===== config.mk =====
export PLATFORM = sky130hd
export DESIGN_NAME = picoctrl_core
export DESIGN_NICKNAME = d
export VERILOG_FILES = /design/src/rtl/picoctrl_core.sv
export SDC_FILE = /design/constraint.sdc
export NUM_CORES = 1
export LEC_CHECK = 0
export ABC_AREA = 1
export CORE_ASPECT_RATIO = 1.4
export CORE_MARGIN = 8
export CORE_UTILIZATION = 54
export DETAILED_ROUTE_END_ITERATION = 8
export PLACE_DENSITY = 0.85
export SLEW_MARGIN = 5
export SYNTH_ARGS = -nofsm -noshare
export SYNTH_HDL_FRONTEND = slang
export SYNTH_SLANG_ARGS = --single-unit

===== constraint.sdc =====
create_clock -name clk -period 3.9 [get_ports clk]
set_input_delay 0.585 -clock clk [delete_from_list [all_inputs] [get_ports clk]]
set_output_delay 0.585 -clock clk [all_outputs]
set_load 0.02 [all_outputs]

===== src/rtl/picoctrl_core.sv =====
// PicoCtrl fetch/execute engine: drives the ROM address, latches the instruction and
// conditionally writes one of four output registers or jumps, at two cycles per instruction.
module picoctrl_core #(
  parameter int unsigned ADDR_W      = 5,
  parameter int unsigned SYNC_STAGES = 2
) (
  input  logic              clk,
  input  logic              reset_n,
  input  logic              en,
  output logic [ADDR_W-1:0] rom_addr,
  input  logic [15:0]       rom_data,
  input  logic [7:0]        cond_in,
  output logic [7:0]        reg0_out,
  output logic [7:0]        reg1_out,
  output logic [7:0]        reg2_out,
  output logic [7:0]        reg3_out,
  output logic              wr_strobe,
  output logic [1:0]        wr_sel,
  output logic              busy
);

  typedef enum logic [1:0] {StIdle, StFetch, StExec} state_e;
  typedef enum logic [1:0] {ActNop, ActWrite, ActJump, ActRsvd} act_e;

  state_e                          state_q, state_d;
  logic [ADDR_W-1:0]               pc_q, pc_d;
  logic [15:0]                     ir_q, ir_d;
  logic [3:0][7:0]                 regs_q, regs_d;
  logic                            wr_strobe_q, wr_strobe_d;
  logic [1:0]                      wr_sel_q, wr_sel_d;
  logic [SYNC_STAGES-1:0][7:0]     sync_q;

  logic [7:0] cond_sync;
  logic [2:0] cond_k;
  logic       cond_v;
  act_e       act;
  logic [1:0] sel;
  logic [7:0] imm;
  logic       cond_true;

  assign cond_sync = sync_q[SYNC_STAGES-1];
  assign cond_k    = ir_q[15:13];
  assign cond_v    = ir_q[12];
  assign act       = act_e'(ir_q[11:10]);
  assign sel       = ir_q[9:8];
  assign imm       = ir_q[7:0];
  assign cond_true = (cond_sync[cond_k] == cond_v);

  // Stage 0 samples the asynchronous inputs; EXEC only ever sees the last stage.
  always_ff @(posedge clk or negedge reset_n) begin
    if (!reset_n) begin
      sync_q <= '0;
    end else begin
      sync_q <= {sync_q[SYNC_STAGES-2:0], cond_in};
    end
  end

  always_comb begin
    state_d     = state_q;
    pc_d        = pc_q;
    ir_d        = ir_q;
    regs_d      = regs_q;
    wr_strobe_d = 1'b0;
    wr_sel_d    = wr_sel_q;
    case (state_q)
      StIdle: begin
        if (en) state_d = StFetch;
      end
      StFetch: begin
        // rom_data is only trusted here, so X outside FETCH never reaches ir.
        ir_d    = rom_data;
        state_d = StExec;
      end
      StExec: begin
        pc_d = pc_q + ADDR_W'(1);
        if (cond_true) begin
          case (act)
            ActWrite: begin
              regs_d[sel] = imm;
              wr_strobe_d = 1'b1;
              wr_sel_d    = sel;
            end
            ActJump: pc_d = imm[ADDR_W-1:0];
            default: ;
          endcase
        end
        state_d = en ? StFetch : StIdle;
      end
      default: state_d = StIdle;
    endcase
  end

  always_ff @(posedge clk or negedge reset_n) begin
    if (!reset_n) begin
      state_q     <= StIdle;
      pc_q        <= '0;
      ir_q        <= '0;
      regs_q      <= '0;
      wr_strobe_q <= 1'b0;
      wr_sel_q    <= 2'd0;
    end else begin
      state_q     <= state_d;
      pc_q        <= pc_d;
      ir_q        <= ir_d;
      regs_q      <= regs_d;
      wr_strobe_q <= wr_strobe_d;
      wr_sel_q    <= wr_sel_d;
    end
  end

  assign rom_addr  = pc_q;
  assign reg0_out  = regs_q[0];
  assign reg1_out  = regs_q[1];
  assign reg2_out  = regs_q[2];
  assign reg3_out  = regs_q[3];
  assign wr_strobe = wr_strobe_q;
  assign wr_sel    = wr_sel_q;
  assign busy      = (state_q != StIdle);

endmodule

After elaboration in Yosys (flattened, before gate mapping)
Cells that the tools add are included.
Widths: inputs -> output; s select.
{"block": "classes", "mux": 13, "reduce_logical": 4, "eq_ne": 6, "n_addsub": 1, "magnitude_cmp": 3}
{"cell": "$bwmux 32", "count": 1}
{"cell": "$demux 8 s2", "count": 1}
{"cell": "$mux 5", "count": 2}
{"cell": "$mux 8", "count": 1}
{"cell": "$pmux 2 s3", "count": 1}
{"cell": "$add 5x1->5 const B", "count": 1}
{"cell": "$mux 1", "count": 5}
{"cell": "$eq 2x1->1 const B", "count": 2}
{"cell": "$eq 2x2->1 const B", "count": 2}
{"cell": "$lt 3x4->1 const B", "count": 1}
{"cell": "$bmux 1 s3", "count": 1}
{"cell": "$lt 2x3->1 const B", "count": 1}
{"cell": "$reduce_and 3->1", "count": 1}
{"cell": "$ge 2x1->1 const B", "count": 1}
{"cell": "$logic_not 2->1", "count": 1}
{"cell": "$mux 2", "count": 1}
{"cell": "$ne 2x2->1 const B", "count": 1}
{"cell": "$reduce_bool 2->1", "count": 1}
{"cell": "$eq 1x1->1", "count": 1}
{"cell": "$logic_and 1x1->1", "count": 1}
{"block": "totals", "output_inout_bits": 41, "input_bits": 27, "elab_cells": 38, "register_bits": 74}

Depth between registers and ports, before layout
Gate-level depths: netlist (run 1).
{"block": "logic_depth", "ltp_word": 5, "depth_mapped": 11, "mapped_depth_nobuf": 11}

Worst setup path before layout (run 1)
OpenSTA, ideal clock, no wires.
{"block": "synth_timing", "kind": "flip-flop to flip-flop", "start": "reg ir_q[13]", "end": "reg regs_q (netlist bit reg1_out[0])", "path_stages_with_launch": 11, "setup_ns": 0.065, "arrival_time_ns": 1.364, "slack_ns": 2.471, "t_required_ns": 3.835, "period_less_slack_ns": 1.429, "path_buffers": 1, "cell_sequence": "dfrtp_1 -> inv_2 -> nand2_1 -> nand3_1 -> nand3_2 -> nand3_2 -> nand2_4 -> nor2_8 -> buf_6 -> nand3_1 -> nand2_1"}
{"block": "synth_between", "elab_chain_len": 4}
{"item": "start, declared", "line": "27", "source": "logic [15:0] ir_q, ir_d;"}
{"item": "start signal, assigned", "line": "104", "source": "ir_q <= ir_d;"}
{"item": "$bmux 1 s3", "line": "47", "source": "assign cond_true = (cond_sync[cond_k] == cond_v);"}
{"item": "$mux 1 (not written as such)", "line": "47"}
{"item": "$eq 1x1->1", "line": "47"}
{"item": "$reduce_and 3->1 (no line)"}
{"item": "end signal, assigned", "line": "105", "source": "regs_q <= regs_d;"}
{"item": "end, declared", "line": "28", "source": "logic [3:0][7:0] regs_q, regs_d;"}
No other way between the ends. The select of a mux whose other input is x is not followed.
A chain may end at the register's enable or synchronous reset.

Worst setup path in the final report (run 1)
{"block": "layout_timing", "start": "reg state_q[0]", "end": "out busy"}
{"block": "layout_between", "elab_chain_len": 1}
{"item": "start, declared", "line": "25", "source": "state_e state_q, state_d;"}
{"item": "start signal, assigned", "line": "95", "source": "state_q <= StIdle;"}
{"item": "start signal, assigned", "line": "102", "source": "state_q <= state_d;"}
{"item": "$reduce_bool 2->1", "line": "118", "source": "assign busy = (state_q != StIdle);"}
{"item": "end, declared", "line": "19", "source": "output logic busy"}
No other way between the ends.

==> results of run 1 <==
[metal layers]
metal / part of all wire (%) / wire length [um] / vias up
met3: 5.2 / 365 / 22
met4: 4.3 / 299 / 0
met5: 0 / 0 / -
met1: 41 / 2829 / 1157
li1: - / - / 1182
met2: 50 / 3486 / 74
[cell families (layout without fill, tap and decap cells)]
group                    Yosys count  count (layout)  synth area share (%)
AO/OA/AOI/OAI                     13              13                 2.158
XOR/XNOR                           3               3                0.8715
adder cells (fa/ha/maj)            1               1                0.4149
buffers and inverters             32             113                 4.730
flip-flops                        74              74                 61.41
AND/OR/NAND/NOR                  206             206                 30.42
[report_power, final]
part	switching (mW)	leakage [nW]	total (mW)	internal (mW)
clock network	0.282	0.129	0.771	0.489
registers	0.139	0.948	1.06	0.925
logic	0.451	0.985	0.806	0.355
[state kept, by name, summed over array words and instances, names as in the netlist]
name / flops
cond_sync: 8
ir_q: 16
reg0_out: 8
reg1_out: 8
reg2_out: 8
reg3_out: 8
rom_addr: 5
state_q: 2
sync_q: 8
wr_sel: 2
wr_strobe: 1
[metrics by stage]
| stage | utilization, % | hold WS, ns |
|---|---|---|
| 6_report | 73.69 | 0.3502 |
| 5_1_grt | 73.69 | 0.3595 |
| 4_1_cts | 73.69 | 0.3514 |
| 3_5_place_dp | 68.82 | 0.3347 |
| 3_3_place_gp | 68.82 | 0.3320 |
| 2_1_floorplan | - | 0.2894 |
[worst reg2reg max path, delay by kind of cell (launching register included)]
family / cells / cell delay, ns
DFF: 1 / 0.44
and+or+nand+nor: 8 / 1.22
buffers and inverters: 1 / 0.11
[path summary, 6_finish.rpt]
check	from	end	depth (start not counted)
max in group asynchronous	reset_n	ir_q[14]	2
setup reg to reg	ir_q[13]	reg0_out[7]	9
hold reg to reg	sync_q[4]	cond_sync[4]	0
setup / recovery	state_q[0]	busy	3
hold / removal	sync_q[4]	cond_sync[4]	0
min in group asynchronous	reset_n	state_q[0]	1
[cell type report]
| cell class | count | area share (%) |
|---|---|---|
| clock buffer | 9 | 3.087 |
| timing repair buffer | 70 | 17.15 |
| sequential | 74 | 46.15 |
| inverter | 27 | 2.526 |
| multi-input combinational | 223 | 25.44 |
| tap | 68 | 2.120 |
| clock inverter | 7 | 3.524 |
[Yosys cell counts]
library cell,count,share of area (%)
sky130_fd_sc_hd__buf_6,3,1.1
sky130_fd_sc_hd__clkbuf_1,2,0.25
sky130_fd_sc_hd__clkinv_1,1,0.12
sky130_fd_sc_hd__dfrtp_1,74,61
sky130_fd_sc_hd__ha_1,1,0.41
sky130_fd_sc_hd__inv_1,23,2.9
sky130_fd_sc_hd__inv_2,3,0.37
sky130_fd_sc_hd__nand2_1,145,18
sky130_fd_sc_hd__nand2_2,1,0.21
sky130_fd_sc_hd__nand2_4,2,0.75
sky130_fd_sc_hd__nand3_1,43,7.1
sky130_fd_sc_hd__nand3_2,3,1.0
sky130_fd_sc_hd__nand4_1,4,0.83
sky130_fd_sc_hd__nor2_1,2,0.25
sky130_fd_sc_hd__nor2_2,3,0.62
sky130_fd_sc_hd__nor2_4,1,0.37
sky130_fd_sc_hd__nor2_8,1,0.66
sky130_fd_sc_hd__nor3_4,1,0.54
sky130_fd_sc_hd__o21ai_0,13,2.2
sky130_fd_sc_hd__xor2_1,3,0.87
==> results list, run 1 <==
- Seq/Total Area, Yosys: 61.41%
- The tree built by TritonCTS fans out to 74 sinks.
- For this run, global-route usage on met3 was measured as roughly 4.0%.
* Total leakage power: 2.063 nW
* Net Count, Synth: roughly 360
- Warning count from the yosys run: 0
- Shortest clock period the worst path allows after layout: 2.064 ns
- Number of nets in the layout: around 430
- The multi-input combinational cells in the finished layout cover a total of 1021 um2.
- Max-cap violations in this run came to 0.
* Total negative slack: 0 ns
- Mapped Cells: 329
- Average instance area after synthesis: approximately 9.2 um2
- VDD sags by at most ~400 uV.
* Post-route clock period utilization: a little over half
- PD cells: 658.0 nW/um2
- Standard-cell row count: 32
* Startpoint type of the worst setup path: flop
- The initial utilization of the core area, before any placement, comes to a little under three fifths.
* First-pass GRT wire length: 11,800 um
* Max incr delay on CP: 0.59 ns
* Overall die width: roughly 80 um
- Across all setup checks in the final design, the least slack found is between 1.5 and 2 ns.
- After global routing the overflow that remains totals 0.
- Share of post-route cells with drive strength above 1: under 10%
* Delay-heaviest family, CP: buffers and inverters
- #FFs+latches synth: 74
* Hold Vio Cnt, Final: 0
- In the global route stage, overall resource usage came out at 18.26%.
- The first routing iteration left between 100 and 150 violations.
* Number of setup buffers added after CTS: 0
- Setup repair after global routing left no endpoint under its margin.
- Timing would allow up to 484.6 MHz.
- Crit path max fanout: 3
- HP Class: reg2reg
- Height of the chip: 104.4 um
- CP cell instances: inv_1 > nand2_1 > clkdlybuf4s50_1
- After routing the design area is about 4000 um2.
- Number of instances in the placed design: approximately 460
* Clock slew seen by the registers of the worst setup and hold paths: approximately 0.070 ns
* Via total after detailed routing: roughly 2.4k
* Total half-perimeter wirelength after legalization and detailed placement: between 4000 and 5000 um
- The repair_antennas step left the layout with diodes totalling 0.
* Final ANT Viol Nets: 0
* DRC: 0
* Worst-case clock skew: ~0.0070 ns
- Average vias per placed instance: 5.094
- The number of antenna violations at the first check in global routing was 0.
- In this run the deepest clock path goes through 2 buffers.
- The synthesized netlist contains 20 unique library cells.
* GRT Max-Usage Layer: met2
- Routed wire length: approximately 7000 um
- Entering global routing, the biggest net connects 47 pins.
- Total power of the final layout: around 2.6 mW
- Worst-margin pin slew: between 0.9 and 1 ns
* Wirelength per Cell: 14.60 um
* Max-slew violation count: 0
- Status: complete, no violations
- Filler cells: roughly 440
* Crit path DAT: 1.48 ns
* Required time of the critical path: ~3.3 ns
- First-pass detailed-route iteration total: 4
- The finished layout holds between 400 and 500 standard cells, fillers aside.
- Endpoint type of the worst setup path: output port
- In this run the register-to-register setup slack is ~2.1 ns.
- Area of the core: 5445 um2
* Post-synthesis to final-layout area growth: 33.07%
- Setup violations remaining at the end of the flow were counted as 0.
- Headroom to the max-slew limit came out at 35.59%.
* Inserted Clock Buffers: 9
* Cell at the root of the clock tree: sky130_fd_sc_hd__clkbuf_8
- At the later pin of the worst-skew pair, clock insertion delay measures ~0.34 ns.
- The clock tree synthesis step divided the H-tree into 3 levels.
* Met1 layer usage reported by global route: a little over a fifth
- Highest-count cells in the layout ignoring fill and taps: sky130_fd_sc_hd__nand2_1, sky130_fd_sc_hd__dfrtp_1, sky130_fd_sc_hd__clkdlybuf4s50_1
- GPL Wtd Cong: about 0.8
- DP Area: between 3000 and 4000 um2
- Global routing used around 29% of the available met2 tracks.
- For this design, the slowest cell found on the critical path is sky130_fd_sc_hd__clkdlybuf4s50_1.
* CTS tree: yes
* Number of global-route vias before repair: between 2k and 3k
- The die covers 8265 um2.
- 68 I/O pins were placed.
- Registers take roughly 1900 um2.
- Buffers inserted to repair hold after CTS numbered 0.
- Worst setup slack before clock tree synthesis: 2.126 ns
- Together, buffers and inverters on the worst path number 2.
* Count of buffers from port buffering: 67
- The worst setup path is of the reg2out kind.
- The library cell used most frequently in the layout, excluding fill and tap cells, is sky130_fd_sc_hd__nand2_1.
- In this run, post-CTS repair resized a total of 0 instances.
* Netlist area before placement: between 3000 and 4000 um2
(Power assumes the default switching activity.)
==> run 2: changes to the inputs <==
CORE_UTILIZATION = 50   (was 54)
PLACE_DENSITY = 0.79   (was 0.85)
clock period = 1.9 ns   (was 3.9 ns; I/O delays follow)
==> run 2 against run 1 <==
  * Final cell count increased by 1.9%
  * Clock skew about the same
  * Clock power up 88%
  * Power grew 100%
  * Critical path depth unchanged
  * Largest cell class unchanged
==> results list, run 2 (synthesis gave the netlist of run 1 again) <==
- The first global-routing pass estimated roughly 12,000 um of wire.
- The number of antenna violations at the first check in global routing came to 0.
- The die covers just under 9000 um2.
- The run finished with clean final reports.
- For the pin with the worst max-slew slack, the measured transition is between 0.5 and 0.6 ns.
- Total congestion overflow after global routing: 0
- At the later pin of the worst-skew pair, clock insertion delay measures between 0.3 and 0.4 ns.
- Inserted Clock Buffers: 9
- Source of the worst register-to-register timing path: ir_q[13]
- Clock slew seen by the registers of the worst setup and hold paths: ~0.07 ns
- Routed wire length: 7347 um
- Final ANT Viol Nets: 0
- Broken down by cell family, the worst path's largest delay share belongs to buffers and inverters.
* Most frequent standard cell in the layout excluding fill and tap cells: sky130_fd_sc_hd__nand2_1
- CTS HTree Levels: 3
* Shortest clock period the worst path allows after layout: around 1.8 ns
- The path with the worst hold slack has its endpoint at cond_sync[2].
- Wirelength per Cell: 15.09 um
* Setup-failing EPs final: 0
* Highest-delay cell along the critical path: sky130_fd_sc_hd__clkdlybuf4s50_1
- In this run the most critical hold path is launched from sync_q[2].
* Total negative slack: 0 ns
* Post-route clock period utilization: just over 90%
* Startpoint type of the worst setup path: flop
- Number of maximum-capacitance constraint violations: 0
- Headroom to the max-slew limit came out at between 60% and 70%.
- Max-slew violation count: 0
- In the routed design, unresolved DRC markers number 0.
- Timing would allow up to approximately 560 MHz.
* Average vias per placed instance: around 5.2
* # diodes: 0
* Crit path buf inv count: 2
- Total leakage power: approximately 2.1 nW
- Routability-driven placement finished with a final weighted congestion of between 0.8 and 0.9.
* Cell at the root of the clock tree: sky130_fd_sc_hd__clkbuf_8
- Number of flip-flops under the largest register name: 16
- After filler insertion, the fill cell instance count of the layout stands at approximately 450.
* Crit path max fanout: 3
- Area of the core: approximately 5900 um2
- Crit path DAT: 1.49 ns
- All-Layer GR Usage: ~18%
- WHS Path Cells: 0
- R2R depth: 8
* Height of the chip: between 100 and 150 um
* First-pass detailed-route iteration total: 4
- Compared with the post-synthesis result, the final layout area differs by 35.48%.
* Number of global-route vias before repair: ~2.5k
* Share of post-route cells with drive strength above 1: 9.592%
* Highest-count cells in the layout ignoring fill and taps: sky130_fd_sc_hd__nand2_1, sky130_fd_sc_hd__dfrtp_1, sky130_fd_sc_hd__clkdlybuf4s50_1
- CTS tree: yes
- On the final layout, the worst clock skew is roughly 0.0066 ns.
- STA puts the critical path data required time at around 1.6 ns.
- Standard-cell row count: 33
* PD cells: 1310 nW/um2
- The critical path is of the reg2out type.
- Reg2Reg Capture Point: reg1_out[2]
- Maximum VDD drop: between 700 and 800 uV
- For this run, the slowest stage of the critical path takes around 0.6 ns.
- Largest net degree at the start of global routing: 45
- Port buffering added 67 buffers.
- Total half-perimeter wirelength after legalization and detailed placement: ~5100 um
- Counting every sink on the clock net gives 74.
* Longest Clk Path Bufs: 2
* Via total after detailed routing: about 2.5k
- Endpoint type of the worst setup path: output port
- Number of nets in the layout: 441
- Once routing completed, OpenROAD measured the worst setup slack at 0.1279 ns.
- Hold Vio Cnt, Final: 0
- In this run the count of I/O pins placed on the die edge is 68.
* Largest register by flop count: ir_q
* Worst setup slack for register-to-register paths: about 0.17 ns
- CP cell instances: inv_1 > nand2_1 > clkdlybuf4s50_1
* HP Class: reg2reg
- Initial standard-cell utilization of the core: 51.43%
- Unrepaired setup endpoints after global routing: yes
- The die is slightly above 80 um wide.
* Worst setup slack before clock tree synthesis: between 0.1 and 0.15 ns
- The detailed router finished its first iteration with 197 violations.
-- run 2: changes by cell type in the layout (fill, tap and decap cells not counted), sizes merged --
cell,previous run,this run
buf,4,9
clkbuf,9,11
clkinv,3,1
nor2,7,9
bufinv,4,3
clkinvlp,1,0
dlygate4sd3,0,1
inv,26,27
-- run 2: metal layers --
| metal | track usage [%] | vias up | share of wire [%] |
|---|---|---|---|
| li1 | - | 1211 | - |
| met1 | 22.10 | 1218 | 41 |
| met2 | 28.12 | 71 | 50 |
| met3 | 5.268 | 10 | 6.7 |
| met4 | 7.683 | 0 | 1.6 |
| met5 | 0 | - | 0 |
-- run 2: worst max path at each step --
stage / endpoint / startpoint / cells past startpoint / slack [ns]
5_1_grt: reg1_out[2] / ir_q[13] / 8 / -0.04
2_1_floorplan: reg1_out[0] / ir_q[13] / 10 / 0.47
3_3_place_gp: reg2_out[1] / ir_q[13] / 9 / 0.18
3_5_place_dp: reg1_out[4] / ir_q[13] / 9 / 0.11
4_1_cts: reg1_out[4] / ir_q[13] / 9 / 0.07
6_report: busy / state_q[0] / 3 / 0.13
-- run 2: final cells by class --
cell class / instances / area (um2) / area share, %
multi-input combinational: 225 / 1044 / 25.54
tap: 70 / 87.58 / 2.144
timing repair buffer: 76 / 760.7 / 18.62
clock inverter: 4 / 98.84 / 2.420
sequential: 74 / 1852 / 45.33
clock buffer: 11 / 141.4 / 3.461
inverter: 27 / 101.3 / 2.481
-- run 2: power breakdown --
part,leakage (nW),switching (mW),internal [mW]
clock,0.120,0.546,0.906
combinational,1.03,0.958,0.754
sequential,0.948,0.290,1.90
-- run 2: per-stage QoR --
| stage | cell area, um2 | instances | utilization, % | hold WS (ns) | power, mW |
|---|---|---|---|---|---|
| floorplan | 3015 | 329 | - | -0.01059 | 3.062 |
| CTS | 4043 | 484 | 68.95 | 0.3505 | 5.376 |
| global placement | 3792 | 468 | 64.68 | 0.2744 | 3.884 |
| detailed placement | 3792 | 468 | 64.68 | 0.2750 | 3.913 |
| finish | 4085 | 487 | 69.68 | 0.3492 | 5.353 |
| global route | 4085 | 487 | 69.68 | 0.3560 | 5.672 |
-- run 2: repair_timing --
action,CTS,global route
gates resized for setup,0,0
setup endpoints to repair,0,34
setup buffers,0,1
endpoints found under the hold margin,21,0
hold buffers,1,0
==> run 3: changes to the inputs <==
TNS_END_PERCENT = 5   (was not set)
==> run 3 against run 2 <==
  * First-iteration DRC count is 1.5% higher
  * Clock skew shrank 0.0012 ns
  * Non-clock buffer count did not move
  * Sequential power about the same
  * Core utilization fell by 0.064 points
  * Highest routed layer unchanged
==> results list, run 3 (synthesis gave the netlist of run 1 again) <==
- More flip-flops sit in one register than any other, and that register is ir_q.
- Compared with the post-synthesis result, the final layout area differs by 35.35%.
- The critical path is of the reg2out type.
- In this run the tightest slew margin relative to its limit is 65.99%.
* PD cells: 1311 nW/um2
- Number of flip-flops under the largest register name: 16
- Fmax: 564.5 MHz
- Average vias per placed instance: 5.152
* Required time of the critical path: ~1.6 ns
- Standard-cell row count: 33
- In the global route stage, overall resource usage came out at 17.86%.
- The library cell used most frequently in the layout, excluding fill and tap cells, is sky130_fd_sc_hd__nand2_1.
- Summed over all nets, the half-perimeter wirelength after detailed placement is a little over 5000 um.
* Crit path buf inv count: 2
- Grouping stages by cell kind, the critical path spends the most delay in buffers and inverters.
- TritonCTS built the clock tree.
* I/O pin count: approximately 70
- In this run the vertical extent of the chip is 107.9 um.
- The critical path goes through inv_1 > nand2_1 > clkdlybuf4s50_1.
- GPL Wtd Cong: 0.8176
- Shortest clock period the worst path allows after layout: ~1.8 ns
- Total congestion overflow after global routing: 0
- Crit path max fanout: 3
- The worst-case IR drop observed on VDD is ~730 uV.
* Total die area: a little under 9000 um2
* DRC: 0
- Total negative slack: 0 ns
- STA classifies the critical path endpoint as an output port.
- Hold Vio Cnt, Final: 0
- For this block, the initial DRC count from the detailed router was 200.
* Inserted Clock Buffers: 9
* # diodes: 0
- Number of global-route vias before repair: approximately 2.5k
- The post-route netlist has under 10% of its cells at a drive strength greater than 1.
- Clock tree synthesis found a total of 74 sinks.
- Number of instances in the placed design: between 400 and 500
* Crit path DAT: ~1.5 ns
* CTS HTree Levels: 3
- Worst-case clock skew: between 0.005 and 0.006 ns
- First-pass GRT wire length: ~12,000 um
- Worst-margin pin slew: between 0.5 and 0.6 ns
- The count of buffers added on input and output ports is 67.
- Clock slew seen by the registers of the worst setup and hold paths: 0.07 ns
- In this run the static leakage power is 2.094 nW.
- Number of maximum-capacitance constraint violations: 0
- First-pass detailed-route iteration total: 4
- The flow ran to the end, and the final reports show no timing, DRC or antenna violations.
- The largest single stage delay on the critical path is ~0.60 ns.
* Area of the core: a little under 6000 um2
* Initial antenna violation count: 0
- Cell at the root of the clock tree: sky130_fd_sc_hd__clkbuf_8
- In the final routed layout, each cell accounts on average for 15.03 um.
- In the finished design, the share of the clock period the worst path needs comes to around 93%.
- Setup repair after global routing left no endpoint under its margin.
- Number of nets in the layout: 440
- From left edge to right edge, the die measures just over 80 um.
* HP Class: reg2reg
- Final cell count without fillers: 486
* Initial standard-cell utilization of the core: ~50%
* Highest-count cells in the layout ignoring fill and taps: sky130_fd_sc_hd__nand2_1, sky130_fd_sc_hd__dfrtp_1, sky130_fd_sc_hd__clkdlybuf4s50_1
- Routed wire length: approximately 7300 um
- STA classifies the critical path startpoint as a flop.
* Highest-delay cell along the critical path: sky130_fd_sc_hd__clkdlybuf4s50_1
- Max-slew violation count: 0
* Via total after detailed routing: between 2k and 3k
- Setup-failing EPs final: 0
- Longest Clk Path Bufs: 2
- Entering global routing, the biggest net connects 45 pins.
* Clock latency reported for the late side of the worst-skew pair: 0.34 ns
* Final ANT Viol Nets: 0
==> run 3: changes by cell type in the layout (fill, tap and decap cells not counted) <==
cell                      previous run  this run
sky130_fd_sc_hd__nand3_2             3         2
sky130_fd_sc_hd__nand3_4             0         1
sky130_fd_sc_hd__nor2_4              3         2
==> run 3: final cells by class <==
cell class              instances  area, um2
fillers                       449       1782
repair buffers                 76      760.7
multi-input cells             224       1040
inverters                      27      101.3
well taps                      70      87.58
clock inverters                 4      98.84
clock buffers                  11      141.4
flip-flops and latches         74       1852
==> run 3: final timing paths <==
path	startpoint	end	slack (ns)	depth (start not counted)
worst max-delay path	state_q[0]	busy	0.13	3
worst min-delay path	sync_q[2]	cond_sync[2]	0.35	0
worst max register to register	ir_q[13]	reg1_out[4]	0.21	10
worst min register to register	sync_q[2]	cond_sync[2]	0.35	0
max in group asynchronous	reset_n	wr_strobe	0.86	3
min in group asynchronous	reset_n	sync_q[7]	0.44	2
==> run 3: where the power goes <==
part           internal [mW]  leakage (nW)  switching, mW
sequential              1.90         0.948          0.290
clock                  0.906         0.120          0.548
combinational          0.757          1.03          0.952
total                   3.56          2.09           1.79
==> run 3: routing by layer <==
layer  vias to the layer above  global-route usage, %  routed length [um]
met1                      1203                  22.10                2893
met3                         8                  5.268                 591
met2                        88                  28.12                3721
li1                       1205                      -                   -
met4                         0                  7.683                  98
met5                         -                      0                   0
==> run 3: stage by stage <==
step / util (%) / worst slack (ns) / hold WS, ns / power [mW] / cell area [um2]
2_1_floorplan: - / 0.4712 / -0.01059 / 3.062 / 3015
3_3_place_gp: 64.68 / 0.1793 / 0.2744 / 3.884 / 3792
3_5_place_dp: 64.68 / 0.1116 / 0.2750 / 3.913 / 3792
4_1_cts: 68.95 / 0.07038 / 0.3505 / 5.376 / 4043
5_1_grt: 69.61 / 0.002244 / 0.3560 / 5.671 / 4081
6_report: 69.61 / 0.1284 / 0.3494 / 5.352 / 4081
==> run 3: timing repair <==
item | CTS | global route
hold endpoints to repair | 21 | 0
endpoints found under the setup margin | 0 | 34
hold buffers | 1 | 0
resized for setup | 0 | 1
buffers inserted | 0 | 1
==> run 3: worst reg2reg max path, stage by stage (launching register included) <==
cell	delay (ns)
sky130_fd_sc_hd__dfrtp_1	0.42
sky130_fd_sc_hd__inv_2	0.08
sky130_fd_sc_hd__nand2_1	0.07
sky130_fd_sc_hd__nand3_1	0.08
sky130_fd_sc_hd__nand3_2	0.12
sky130_fd_sc_hd__nand2_2	0.08
sky130_fd_sc_hd__nand2_4	0.14
sky130_fd_sc_hd__nand2_4	0.15
sky130_fd_sc_hd__nor2_8	0.28
sky130_fd_sc_hd__nand3_1	0.14
sky130_fd_sc_hd__nand2_1	0.08
